[src/rtl/fetch_pkg.sv]
// Shared definitions for the instruction-fetch front end: FSM states,
// instruction size, default halt opcode and branch-offset helper.
package fetch_pkg;

    typedef enum logic [1:0] {
        ST_RUN   = 2'd0,
        ST_HALT  = 2'd1,
        ST_FAULT = 2'd2
    } fetch_state_e;

    localparam int unsigned INSN_BYTES      = 4;
    localparam logic [5:0]  HALT_OPCODE_DEF = 6'h3F;

    // Signed word offset to signed byte offset: sign-extend and scale by 4.
    function automatic logic [31:0] branch_byte_offset(input logic [15:0] word_off);
        return {{14{word_off[15]}}, word_off, 2'b00};
    endfunction

endpackage

[src/rtl/next_pc_sel.sv]
// Next-PC selection: jump target beats branch target beats sequential PC+4.
// Redirect targets are computed relative to the address of the instruction
// held in IR, not the current fetch PC.
module next_pc_sel
    import fetch_pkg::*;
(
    input  logic [31:0] pc_i,
    input  logic [31:0] ir_pc_i,
    input  logic        jump_i,
    input  logic        branch_i,
    input  logic [15:0] branch_offset_i,
    input  logic [25:0] jump_target_i,
    output logic [31:0] next_pc_o,
    output logic        redirect_o
);

    logic [31:0] pc_plus4;
    logic [31:0] ir_pc_plus4;
    logic [31:0] branch_target;
    logic [31:0] jump_addr;

    assign pc_plus4      = pc_i + 32'(INSN_BYTES);
    assign ir_pc_plus4   = ir_pc_i + 32'(INSN_BYTES);
    assign branch_target = ir_pc_plus4 + branch_byte_offset(branch_offset_i);
    assign jump_addr     = {ir_pc_plus4[31:28], jump_target_i, 2'b00};

    // Priority mux of the candidate next PCs.
    always_comb begin
        next_pc_o  = pc_plus4;
        redirect_o = 1'b0;
        if (jump_i) begin
            next_pc_o  = jump_addr;
            redirect_o = 1'b1;
        end else if (branch_i) begin
            next_pc_o  = branch_target;
            redirect_o = 1'b1;
        end else begin
            next_pc_o  = pc_plus4;
            redirect_o = 1'b0;
        end
    end

endmodule

[src/rtl/fetch_unit.sv]
// Instruction-fetch front end: owns the PC, addresses the instruction ROM and
// registers the returned word into IR. RUN/HALT/FAULT state machine; HALT and
// FAULT are sticky until Reset.
module fetch_unit
    import fetch_pkg::*;
#(
    parameter logic [31:0] RESET_PC    = 32'h0000_0000,
    parameter int unsigned ROM_BYTES   = 128,
    parameter logic [5:0]  HALT_OPCODE = HALT_OPCODE_DEF
) (
    input  logic        CLK,
    input  logic        Reset,
    output logic [31:0] InsAddr,
    input  logic [31:0] InsData,
    input  logic        stall,
    input  logic        branch_taken,
    input  logic [15:0] branch_offset,
    input  logic        jump,
    input  logic [25:0] jump_target,
    output logic [31:0] IR,
    output logic [31:0] ir_pc,
    output logic        ir_valid,
    output logic        halted,
    output logic        addr_fault
);

    fetch_state_e state_q, state_d;
    logic [31:0]  pc_q, pc_d;
    logic [31:0]  ir_q, ir_d;
    logic [31:0]  ir_pc_q, ir_pc_d;
    logic         ir_valid_q, ir_valid_d;
    logic         halted_q, halted_d;
    logic         fault_q, fault_d;

    logic [32:0]  pc_last_byte;
    logic         fetch_legal;
    logic         halt_in_ir;
    logic         jump_ok;
    logic         branch_ok;
    logic [31:0]  next_pc;
    logic         redirect;

    // Last byte of the word is checked with an extra bit so PC near 2^32
    // cannot wrap into a legal-looking address.
    assign pc_last_byte = {1'b0, pc_q} + 33'd3;
    assign fetch_legal  = (pc_q[1:0] == 2'b00) && (pc_last_byte < 33'(ROM_BYTES));
    assign halt_in_ir   = ir_valid_q && (ir_q[31:26] == HALT_OPCODE);

    // Redirects belong to the instruction in IR, so a bubble cannot issue one.
    assign jump_ok   = jump && ir_valid_q;
    assign branch_ok = branch_taken && ir_valid_q;

    next_pc_sel u_next_pc_sel (
        .pc_i            (pc_q),
        .ir_pc_i         (ir_pc_q),
        .jump_i          (jump_ok),
        .branch_i        (branch_ok),
        .branch_offset_i (branch_offset),
        .jump_target_i   (jump_target),
        .next_pc_o       (next_pc),
        .redirect_o      (redirect)
    );

    // Next-state logic: stall > halt > illegal fetch > redirect > sequential.
    always_comb begin
        state_d    = state_q;
        pc_d       = pc_q;
        ir_d       = ir_q;
        ir_pc_d    = ir_pc_q;
        ir_valid_d = ir_valid_q;
        case (state_q)
            ST_RUN: begin
                if (stall) begin
                    pc_d       = pc_q;
                    ir_d       = ir_q;
                    ir_pc_d    = ir_pc_q;
                    ir_valid_d = ir_valid_q;
                end else if (halt_in_ir) begin
                    state_d    = ST_HALT;
                    ir_valid_d = 1'b0;
                end else if (!fetch_legal) begin
                    state_d    = ST_FAULT;
                    ir_valid_d = 1'b0;
                end else begin
                    // The word fetched this cycle is wrong-path when redirecting.
                    pc_d       = next_pc;
                    ir_d       = InsData;
                    ir_pc_d    = pc_q;
                    ir_valid_d = !redirect;
                end
            end
            ST_HALT: begin
                ir_valid_d = 1'b0;
            end
            ST_FAULT: begin
                ir_valid_d = 1'b0;
            end
            default: begin
                state_d    = ST_FAULT;
                ir_valid_d = 1'b0;
            end
        endcase
        halted_d = (state_d == ST_HALT);
        fault_d  = (state_d == ST_FAULT);
    end

    // State, PC and instruction registers with asynchronous reset.
    always_ff @(posedge CLK or posedge Reset) begin
        if (Reset) begin
            state_q    <= ST_RUN;
            pc_q       <= RESET_PC;
            ir_q       <= 32'h0000_0000;
            ir_pc_q    <= 32'h0000_0000;
            ir_valid_q <= 1'b0;
            halted_q   <= 1'b0;
            fault_q    <= 1'b0;
        end else begin
            state_q    <= state_d;
            pc_q       <= pc_d;
            ir_q       <= ir_d;
            ir_pc_q    <= ir_pc_d;
            ir_valid_q <= ir_valid_d;
            halted_q   <= halted_d;
            fault_q    <= fault_d;
        end
    end

    assign InsAddr    = pc_q;
    assign IR         = ir_q;
    assign ir_pc      = ir_pc_q;
    assign ir_valid   = ir_valid_q;
    assign halted     = halted_q;
    assign addr_fault = fault_q;

endmodule

[config.mk]
export PLATFORM = sky130hd
export DESIGN_NAME = fetch_unit
export DESIGN_NICKNAME = d
export VERILOG_FILES = /design/src/rtl/fetch_pkg.sv /design/src/rtl/next_pc_sel.sv /design/src/rtl/fetch_unit.sv
export SDC_FILE = /design/constraint.sdc
export NUM_CORES = 1
export LEC_CHECK = 0
export BUFFER_PORTS_ARGS = -buffer_cell sky130_fd_sc_hd__buf_2
export CORE_MARGIN = 1
export CORE_UTILIZATION = 55
export DETAILED_ROUTE_END_ITERATION = 10
export GPL_TIMING_DRIVEN = 0
export PLACE_DENSITY = 0.92
export REMOVE_ABC_BUFFERS = 1
export SETUP_SLACK_MARGIN = 0.05
export SYNTH_ARGS = -nofsm -noshare
export SYNTH_HDL_FRONTEND = slang
export SYNTH_HIERARCHICAL = 1
export SYNTH_SLANG_ARGS = --single-unit
[constraint.sdc]
create_clock -name CLK -period 5 [get_ports CLK]
set_input_delay 1 -clock CLK [delete_from_list [all_inputs] [get_ports CLK]]
set_output_delay 1 -clock CLK [all_outputs]
set_load 0.05 [all_outputs]
==> results of run 1 <==
## state kept, by name, summed over array words and instances, names as in the netlist
register,cells
IR,32
ir_valid,1
halted,1
addr_fault,1
state_q,2
InsAddr,32
ir_pc,32
## routing by layer
layer  up-vias  part of all wire
met5         -                 0
met4         0             0.015
met3        28             0.058
met2       212              0.49
met1      3122              0.44
li1       3113                 -
## critical path: stages, from the launching register on
cell     delay [ns]
dfrtp_1        0.47
nand4_1        0.28
nor2_1         0.39
and2_1         0.28
nand4_1        0.14
xnor2_1        0.16
ha_1           0.38
nand4_1        0.17
nor3_1         0.26
nand4_1        0.22
a211o_1        0.36
a21o_1         0.18
a31oi_1        0.20
o21ai_0        0.14
a21o_1         0.19
and3_1         0.14
a21o_1         0.14
## cell usage after synthesis, types with 2 or more instances
library cell,number,area [sq um]
mux2i_1,5,50.1
dfrtp_1,101,2530
nand2b_1,6,37.5
nand3_1,39,195
buf_6,8,90.1
a21boi_1,2,15.0
a211oi_1,14,105
nor3_1,15,75.1
nor2b_1,28,175
or3_1,7,43.8
and2_1,7,43.8
o211ai_1,2,15.0
o21a_1,2,15.0
o21ai_0,32,160
a2111oi_0,2,17.5
nand2_1,54,203
o21bai_1,6,45.0
ha_1,36,450
xor2_1,30,263
nor2_1,55,206
mux2_1,5,56.3
a41oi_1,2,17.5
a31oi_1,5,31.3
xnor2_1,49,429
clkbuf_1,15,56.3
o22ai_1,4,25.0
nand4_1,20,125
inv_1,28,105
and3_1,11,68.8
o31ai_1,3,22.5
o21ai_1,3,15.0
and4_1,8,70.1
mux2_2,38,428
a21o_1,45,338
a21oi_1,51,255
nor4_1,6,37.5
## power by group
group          switching (W)  internal [W]
clock               0.000328      0.000355
sequential          0.000124      0.000937
combinational       0.000660      0.000284
## worst max-delay path by stage
| stage | from | to | slack (ns) | depth (start not counted) |
|---|---|---|---|---|
| finish | ir_pc[6]$_DFFE_PP0P_ | InsAddr[31]$_DFFE_PP0P_ | 0.78 | 16 |
| global route | ir_pc[4]$_DFFE_PP0P_ | InsAddr[26]$_DFFE_PP0P_ | 0.48 | 16 |
| CTS | ir_pc[6]$_DFFE_PP0P_ | InsAddr[31]$_DFFE_PP0P_ | 0.85 | 16 |
| detailed placement | ir_pc[4]$_DFFE_PP0P_ | InsAddr[31]$_DFFE_PP0P_ | 0.93 | 16 |
| global placement | Reset | ir_pc[26]$_DFFE_PP0P_ | 0.14 | 2 |
| floorplan | ir_pc[12]$_DFFE_PP0P_ | InsAddr[31]$_DFFE_PP0P_ | 1.13 | 16 |
## area by class of cell
type,count,area (sq um),share of cell area
Clock inverter,6,47.5,0.00564
Sequential cell,101,2530,0.300
Clock buffer,10,239,0.0284
Multi-Input combinational cell,616,4300,0.511
Tap cell,172,215,0.0255
Inverter,29,111,0.0132
Timing Repair Buffer,181,981,0.116
## per-stage QoR
step	cells	util	worst slack (ns)	area, sq um
floorplan	746	-	1.13	6940
global placement	1095	0.637	0.143	8040
detailed placement	1099	0.645	0.931	8140
CTS	1115	0.667	0.855	8420
global route	1115	0.667	0.483	8420
finish	1115	0.667	0.780	8420
## logic make-up after synthesis
group / after synthesis / synth area share
DFF: 101 / 0.356
buffers and inverters: 54 / 0.0377
muxes: 48 / 0.0753
xor gates and xnor gates: 79 / 0.0975
and+or+nand+nor: 266 / 0.198
AOI/OAI and AO/OA: 186 / 0.169
adders and majority gates: 37 / 0.0663
==> impl_results.md, run 1 <==
* Placer congestion estimate at 0.939
* CTS tree: done
* Ys async rst share at 1.00
* Detail Route Antenna Nets at 0
* DR pass1 iterations at 5
* Number of antenna repair diodes at 0
* Fill count at 1,060
* Final setup violation count at 0
* Die area at 13,400 sq um
* Ys flop type: dfrtp_1
* Vias in the first global route at 5,942
* M2 GR Usage at 0.450
* Initial antenna violation count at 1
* Post-CTS Hold Buffers at 0
* Initial DRC Count at 420
* Synth Area per Inst at 9.20 sq um
* Die width at 116 um
* Synth cell types at 63
* Core area at 12,600 sq um
* PD cells at 319 nW/um^2
* FF-to-FF End: InsAddr[31]$_DFFE_PP0P_
* Remaining DRCs at 0
* Cell Area, Synth at 7090 sq um
* Pins Over Slew Limit at 0
* Crit start category: flip-flop
* GRT busiest layer: met2
* Worst rel slew slack at 0.436
* Min cycle time layout at 4.22 ns
* First-pass GRT wire length at 28,600 um
* Max Freq at 237 MHz
* Detailed placement HPWL at 13,400 um
* Synth Warn # at 6
* # nets final at 1,054
* Maxcap violations at 0
* CP Capture Type: flip-flop
* Most frequent cells in the layout: 177 x buf_2, 101 x dfrtp_1, 55 x nor2_1, 54 x nand2_1, 51 x a21oi_1
* Leakage power at 4.50 nW
* Initial Util at 0.562
* Clk sink count at 101
* Post-route setup TNS at 0 ns
* Layout Area Growth over Synthesis at 18.7%
* Post_cts resized at 0
* Clk slew on worst S/H paths at 0.07 ns
* Grt met1 use at 0.361
* Maximum vdd drop at 0.318 mV
* Post-CTS Setup Bufs at 0
* CTS buffer count at 9
* Site Rows at 41
* Port Buffers at 177
* Grt total ovfl at 0
* Grt met3 use at 0.0622
* Via count at 6,475
* RSZ-0062 raised after global routing: no
* Sequential element share of the synthesized area at 0.356
* Final hold slack at 0.505 ns
* Pin count of the biggest net entering global routing at 67
* WL/cell at 15.9 um
* Clk_lat worst skew at 0.35 ns
* # IOs at 178
* Outcome: finished clean
* Worst hold endpoint: IR[10]$_DFFE_PP0P_
* CTS Buffer Depth at 2
* Hold Crit Depth at 1
* Mapped Cells at 771
* H-tree levels at 3
* Critical path class: flip-flop to flip-flop
* Hold path startpoint: IR[10]$_DFFE_PP0P_
* Reg2reg start: ir_pc[6]$_DFFE_PP0P_
* Reg2Reg Depth at 16
* Total power at 0.00269 W
* CP required at 5.25 ns
* Crit path max fanout at 5
* Via density at 5.81
* Actual slew at the worst max-slew pin at 0.846 ns
* Die H at 116 um
* Reg2Reg Setup Slack at 0.78 ns
* Critical path arrival at 4.47 ns
* Share of cells above drive strength 1 at 0.262
* Total GRT Usage at 0.273
* Tcrit/Tclk final at 0.844
* Root Driver: clkbuf_16
* Final Skew at 0.00411 ns
* Commonest non-fill, non-tap cell in the layout: buf_2
* Worst Hold Class: flip-flop to flip-flop
* Post-synth EDFFs at 0
* Synth Register Bits at 101
* Final count of hold timing violations at 0
* Drt total wl at 17,700 um
Note: power is estimated with default switching activity, not from simulation.
==> run 2, diff against run 1 <==
--- a/config.mk
+++ b/config.mk
@@ -5,12 +5,13 @@
 export SDC_FILE = /design/constraint.sdc
 export NUM_CORES = 1
 export LEC_CHECK = 0
+export ABC_AREA = 1
 export BUFFER_PORTS_ARGS = -buffer_cell sky130_fd_sc_hd__buf_2
 export CORE_MARGIN = 1
-export CORE_UTILIZATION = 55
+export CORE_UTILIZATION = 52
 export DETAILED_ROUTE_END_ITERATION = 10
 export GPL_TIMING_DRIVEN = 0
-export PLACE_DENSITY = 0.92
+export PLACE_DENSITY = 0.89
 export REMOVE_ABC_BUFFERS = 1
 export SETUP_SLACK_MARGIN = 0.05
 export SYNTH_ARGS = -nofsm -noshare
==> constraint.sdc (replaced) <==
create_clock -name CLK -period 3.4 [get_ports CLK]
set_input_delay 0.68 -clock CLK [delete_from_list [all_inputs] [get_ports CLK]]
set_output_delay 0.68 -clock CLK [all_outputs]
set_load 0.05 [all_outputs]
==> impl_results.md, run 2 <==
* H-tree levels at 3 (unchanged)
* Final setup violation count at 0 (unchanged)
* Die area at 18,300 sq um (was 13,400 sq um)
* Sw Ratio at 0.260 (was 0.413)
* WL/cell at 16.0 um (was 15.9 um)
* Initial antenna violation count at 1 (unchanged)
* Layout Area Growth over Synthesis at 19.8% (was 18.7%)
* Drt total wl at 31,000 um (was 17,700 um)
* Worst rel slew slack at 0.342 (was 0.436)
* DP Area at 10,400 sq um (was 8140 sq um)
* Remaining DRCs at 0 (unchanged)
* Synth cell count leaders: 578 x nand2_1, 212 x inv_1, 147 x nor2_1 (was 101 x dfrtp_1, 55 x nor2_1, 54 x nand2_1)
* Fill count at 1,610 (was 1,060)
* Synth Area per Inst at 6.03 sq um (was 9.20 sq um)
* Initial Util at 0.533 (was 0.562)
* Initial DRC Count at 1,055 (was 420)
* Worst Hold Class: input port to asynchronous set/reset pin (was flip-flop to flip-flop)
* Synth cell types at 42 (was 63)
* Synth Warn # at 6 (unchanged)
* Reg power frac at 0.478 (was 0.395)
* Critical path class: flip-flop to flip-flop (unchanged)
* Synth top area cells: dfrtp_1 27%, nand2_1 24%, inv_1 8.6% (was dfrtp_1 36%, ha_1 6.3%, xnor2_1 6.0%)
* PD cells at 227 nW/um^2 (was 319 nW/um^2)
* CP max stage delay at 0.43 ns (was 0.47 ns)
* Detailed placement HPWL at 23,200 um (was 13,400 um)
* Number of antenna repair diodes at 0 (unchanged)
* CP Capture Type: flip-flop (unchanged)
* P_int at 0.00186 W (was 0.00158 W)
* Yosys top cell by area: dfrtp_1 (unchanged)
* Post-layout util at 0.639 (was 0.667)
* First-pass GRT wire length at 48,300 um (was 28,600 um)
* Maximum vdd drop at 0.252 mV (was 0.318 mV)
* # IOs at 178 (unchanged)
* Final count of hold timing violations at 0 (unchanged)
* Cell Area, Synth at 9230 sq um (was 7090 sq um)
* Placer congestion estimate at 0.968 (was 0.939)
* Slowest cell on the critical path: dfrtp_2 (was dfrtp_1)
* Min cycle time layout at 3.21 ns (was 4.22 ns)
* Clk_lat worst skew at 0.37 ns (was 0.35 ns)
* Via density at 5.54 (was 5.81)
* Die width at 135 um (was 116 um)
* Comb power frac at 0.070 (was 0.351)
* Reg2Reg Depth at 18 (was 16)
* # nets final at 1,820 (was 1,054)
* Share of the synthesized area in the top cell type at 0.274 (was 0.356)
* Most frequent cells in the layout: 574 x nand2_1, 209 x inv_1, 177 x buf_2, 137 x nor2_1, 104 x nand3_1 (was 177 x buf_2, 101 x dfrtp_1, 55 x nor2_1, 54 x nand2_1, 51 x a21oi_1)
* Clk slew on worst S/H paths at 0.08 ns (was 0.07 ns)
* Critical path arrival at 3.52 ns (was 4.47 ns)
* Multi-input gate area at 5890 sq um (was 4300 sq um)
* Outcome: finished clean (unchanged)
* Crit path max fanout at 5 (unchanged)
* Post-route design area at 11,100 sq um (was 8420 sq um)
* Maxcap violations at 0 (unchanged)
* Ys flop type: dfrtp_1 (unchanged)
* Tcrit/Tclk final at 0.944 (was 0.844)
* Via count at 10,700 (was 6,475)
* Worst setup margin at 0.190 ns (was 0.780 ns)
* Post-synth EDFFs at 0 (unchanged)
* Clk sink count at 101 (unchanged)
* Detail Route Antenna Nets at 0 (unchanged)
* Max Freq at 311 MHz (was 237 MHz)
* Most frequent cell after synthesis: nand2_1 (was dfrtp_1)
* Leakage power at 6.76 nW (was 4.50 nW)
* CTS buffer count at 9 (unchanged)
* Grt total ovfl at 0 (unchanged)
* Synth Register Bits at 101 (unchanged)
* Total GRT Usage at 0.339 (was 0.273)
* Port Buffers at 177 (unchanged)
* CTS Buffer Depth at 2 (unchanged)
* Die H at 135 um (was 116 um)
* Crit start category: flip-flop (unchanged)
* Share of cells above drive strength 1 at 0.178 (was 0.262)
* Final Skew at 0.0118 ns (was 0.00411 ns)
* Clock network fraction of total power at 0.453 (was 0.254)
* Site Rows at 48 (was 41)
* Worst-path cell chain: ha_4 -> inv_1 -> nor2_4 -> nand2_1 -> nor2_2 -> nand4_1 -> xnor2_1 -> ha_1 -> nand2_1 -> nor2_1 -> inv_1 -> nor2_1 -> nand3_1 -> nand4_1 -> nand3_1 -> a21oi_1 -> nand4_1 -> nand2_1 (was nand4_1 -> nor2_1 -> and2_1 -> nand4_1 -> xnor2_1 -> ha_1 -> nand4_1 -> nor3_1 -> nand4_1 -> a211o_1 -> a21o_1 -> a31oi_1 -> o21ai_0 -> a21o_1 -> and3_1 -> a21o_1)
* Ys async rst share at 1.00 (unchanged)
* Pin count of the biggest net entering global routing at 69 (was 67)
* Vias in the first global route at 9,470 (was 5,942)
* CP required at 3.71 ns (was 5.25 ns)
* Actual slew at the worst max-slew pin at 0.979 ns (was 0.846 ns)
* FF+latch area at 2540 sq um (was 2530 sq um)
* Mapped Cells at 1,531 (was 771)
* DR pass1 iterations at 5 (unchanged)
* Core area at 17,300 sq um (was 12,600 sq um)
* Final hold slack at 0.331 ns (was 0.505 ns)
* Pins Over Slew Limit at 0 (unchanged)
* Commonest non-fill, non-tap cell in the layout: nand2_1 (was buf_2)
* Root Driver: clkbuf_16 (unchanged)
* Sequential element share of the synthesized area at 0.274 (was 0.356)
* NetSw at 0.000654 W (was 0.00111 W)
* CTS tree: done (unchanged)
* Post-Place Setup Slack at -0.844 ns (was 0.931 ns)
==> run 2: final timing paths <==
kind | start | endpoint | slack, ns
min reg2reg | IR[7]$_DFFE_PP0P_ | IR[7]$_DFFE_PP0P_ | 0.48
min in group CLK | IR[7]$_DFFE_PP0P_ | IR[7]$_DFFE_PP0P_ | 0.48
max | ir_pc[3]$_DFFE_PP0P_ | InsAddr[26]$_DFFE_PP0P_ | 0.19
max reg2reg | ir_pc[3]$_DFFE_PP0P_ | InsAddr[26]$_DFFE_PP0P_ | 0.19
max in group asynchronous | Reset | InsAddr[7]$_DFFE_PP0P_ | 2.37
min | Reset | IR[25]$_DFFE_PP0P_ | 0.33
==> run 2: worst max-delay path, delay by kind of cell, from the launching register on <==
family	cells	cell delay [ns]
simple gates	12	1.68
fa+ha+maj	2	0.57
flops	1	0.43
xor+xnor	1	0.18
compound gates	1	0.16
buf+inv	2	0.15
==> run 2: kinds of logic (layout without fill, tap and decap cells) <==
group / Yosys count / in the layout / synth area share
fa+ha+maj: 37 / 37 / 0.0510
compound gates: 93 / 93 / 0.0534
xor+xnor: 36 / 36 / 0.0362
buf+inv: 262 / 439 / 0.108
simple gates: 1002 / 1003 / 0.477
flops: 101 / 101 / 0.274
==> run 2: cell type report <==
class | instances | share of cell area
clock buffer | 9 | 0.0204
clock inverter | 7 | 0.00826
inverter | 222 | 0.0760
multi-input combinational | 1169 | 0.533
sequential | 101 | 0.230
tap | 225 | 0.0255
timing repair buffer | 201 | 0.107
==> run 2: layer usage <==
metal / routed length (um) / vias up / global-route usage / share of wire
met5: 10 / - / 0 / 0.00032
met4: 781 / 2 / 0.100 / 0.025
met3: 3280 / 66 / 0.0782 / 0.11
met2: 14000 / 612 / 0.535 / 0.45
met1: 12900 / 4810 / 0.461 / 0.42
li1: - / 5233 / - / -
==> run 2: per-stage QoR <==
step,TNS [ns],cells,power (W)
after floorplan,-398.88,1491,0.00131
after global placement,-891.93,1893,0.00138
after detailed placement,-55.77,1905,0.00139
after CTS,0,1924,0.00252
after global routing,-0.0219,1934,0.00259
final,0,1934,0.00251
==> run 2: what timing repair did <==
item                       4_1_cts  5_1_grt
gates resized for setup          7       44
pin swaps                        1       13
setup endpoints to repair       78       86
gates cloned                     1        0
hold buffers                     0        0
buffers inserted                 2       10
==> run 2: power groups by stage <==
stage / Combinational (W) / Sequential [W] / Clock [W]
6_report: 0.000176 / 0.00120 / 0.00114
5_1_grt: 0.000195 / 0.00120 / 0.00120
4_1_cts: 0.000168 / 0.00120 / 0.00115
3_5_place_dp: 0.000167 / 0.00122 / 0
3_3_place_gp: 0.000159 / 0.00122 / 0
2_1_floorplan: 0.0000837 / 0.00122 / 0
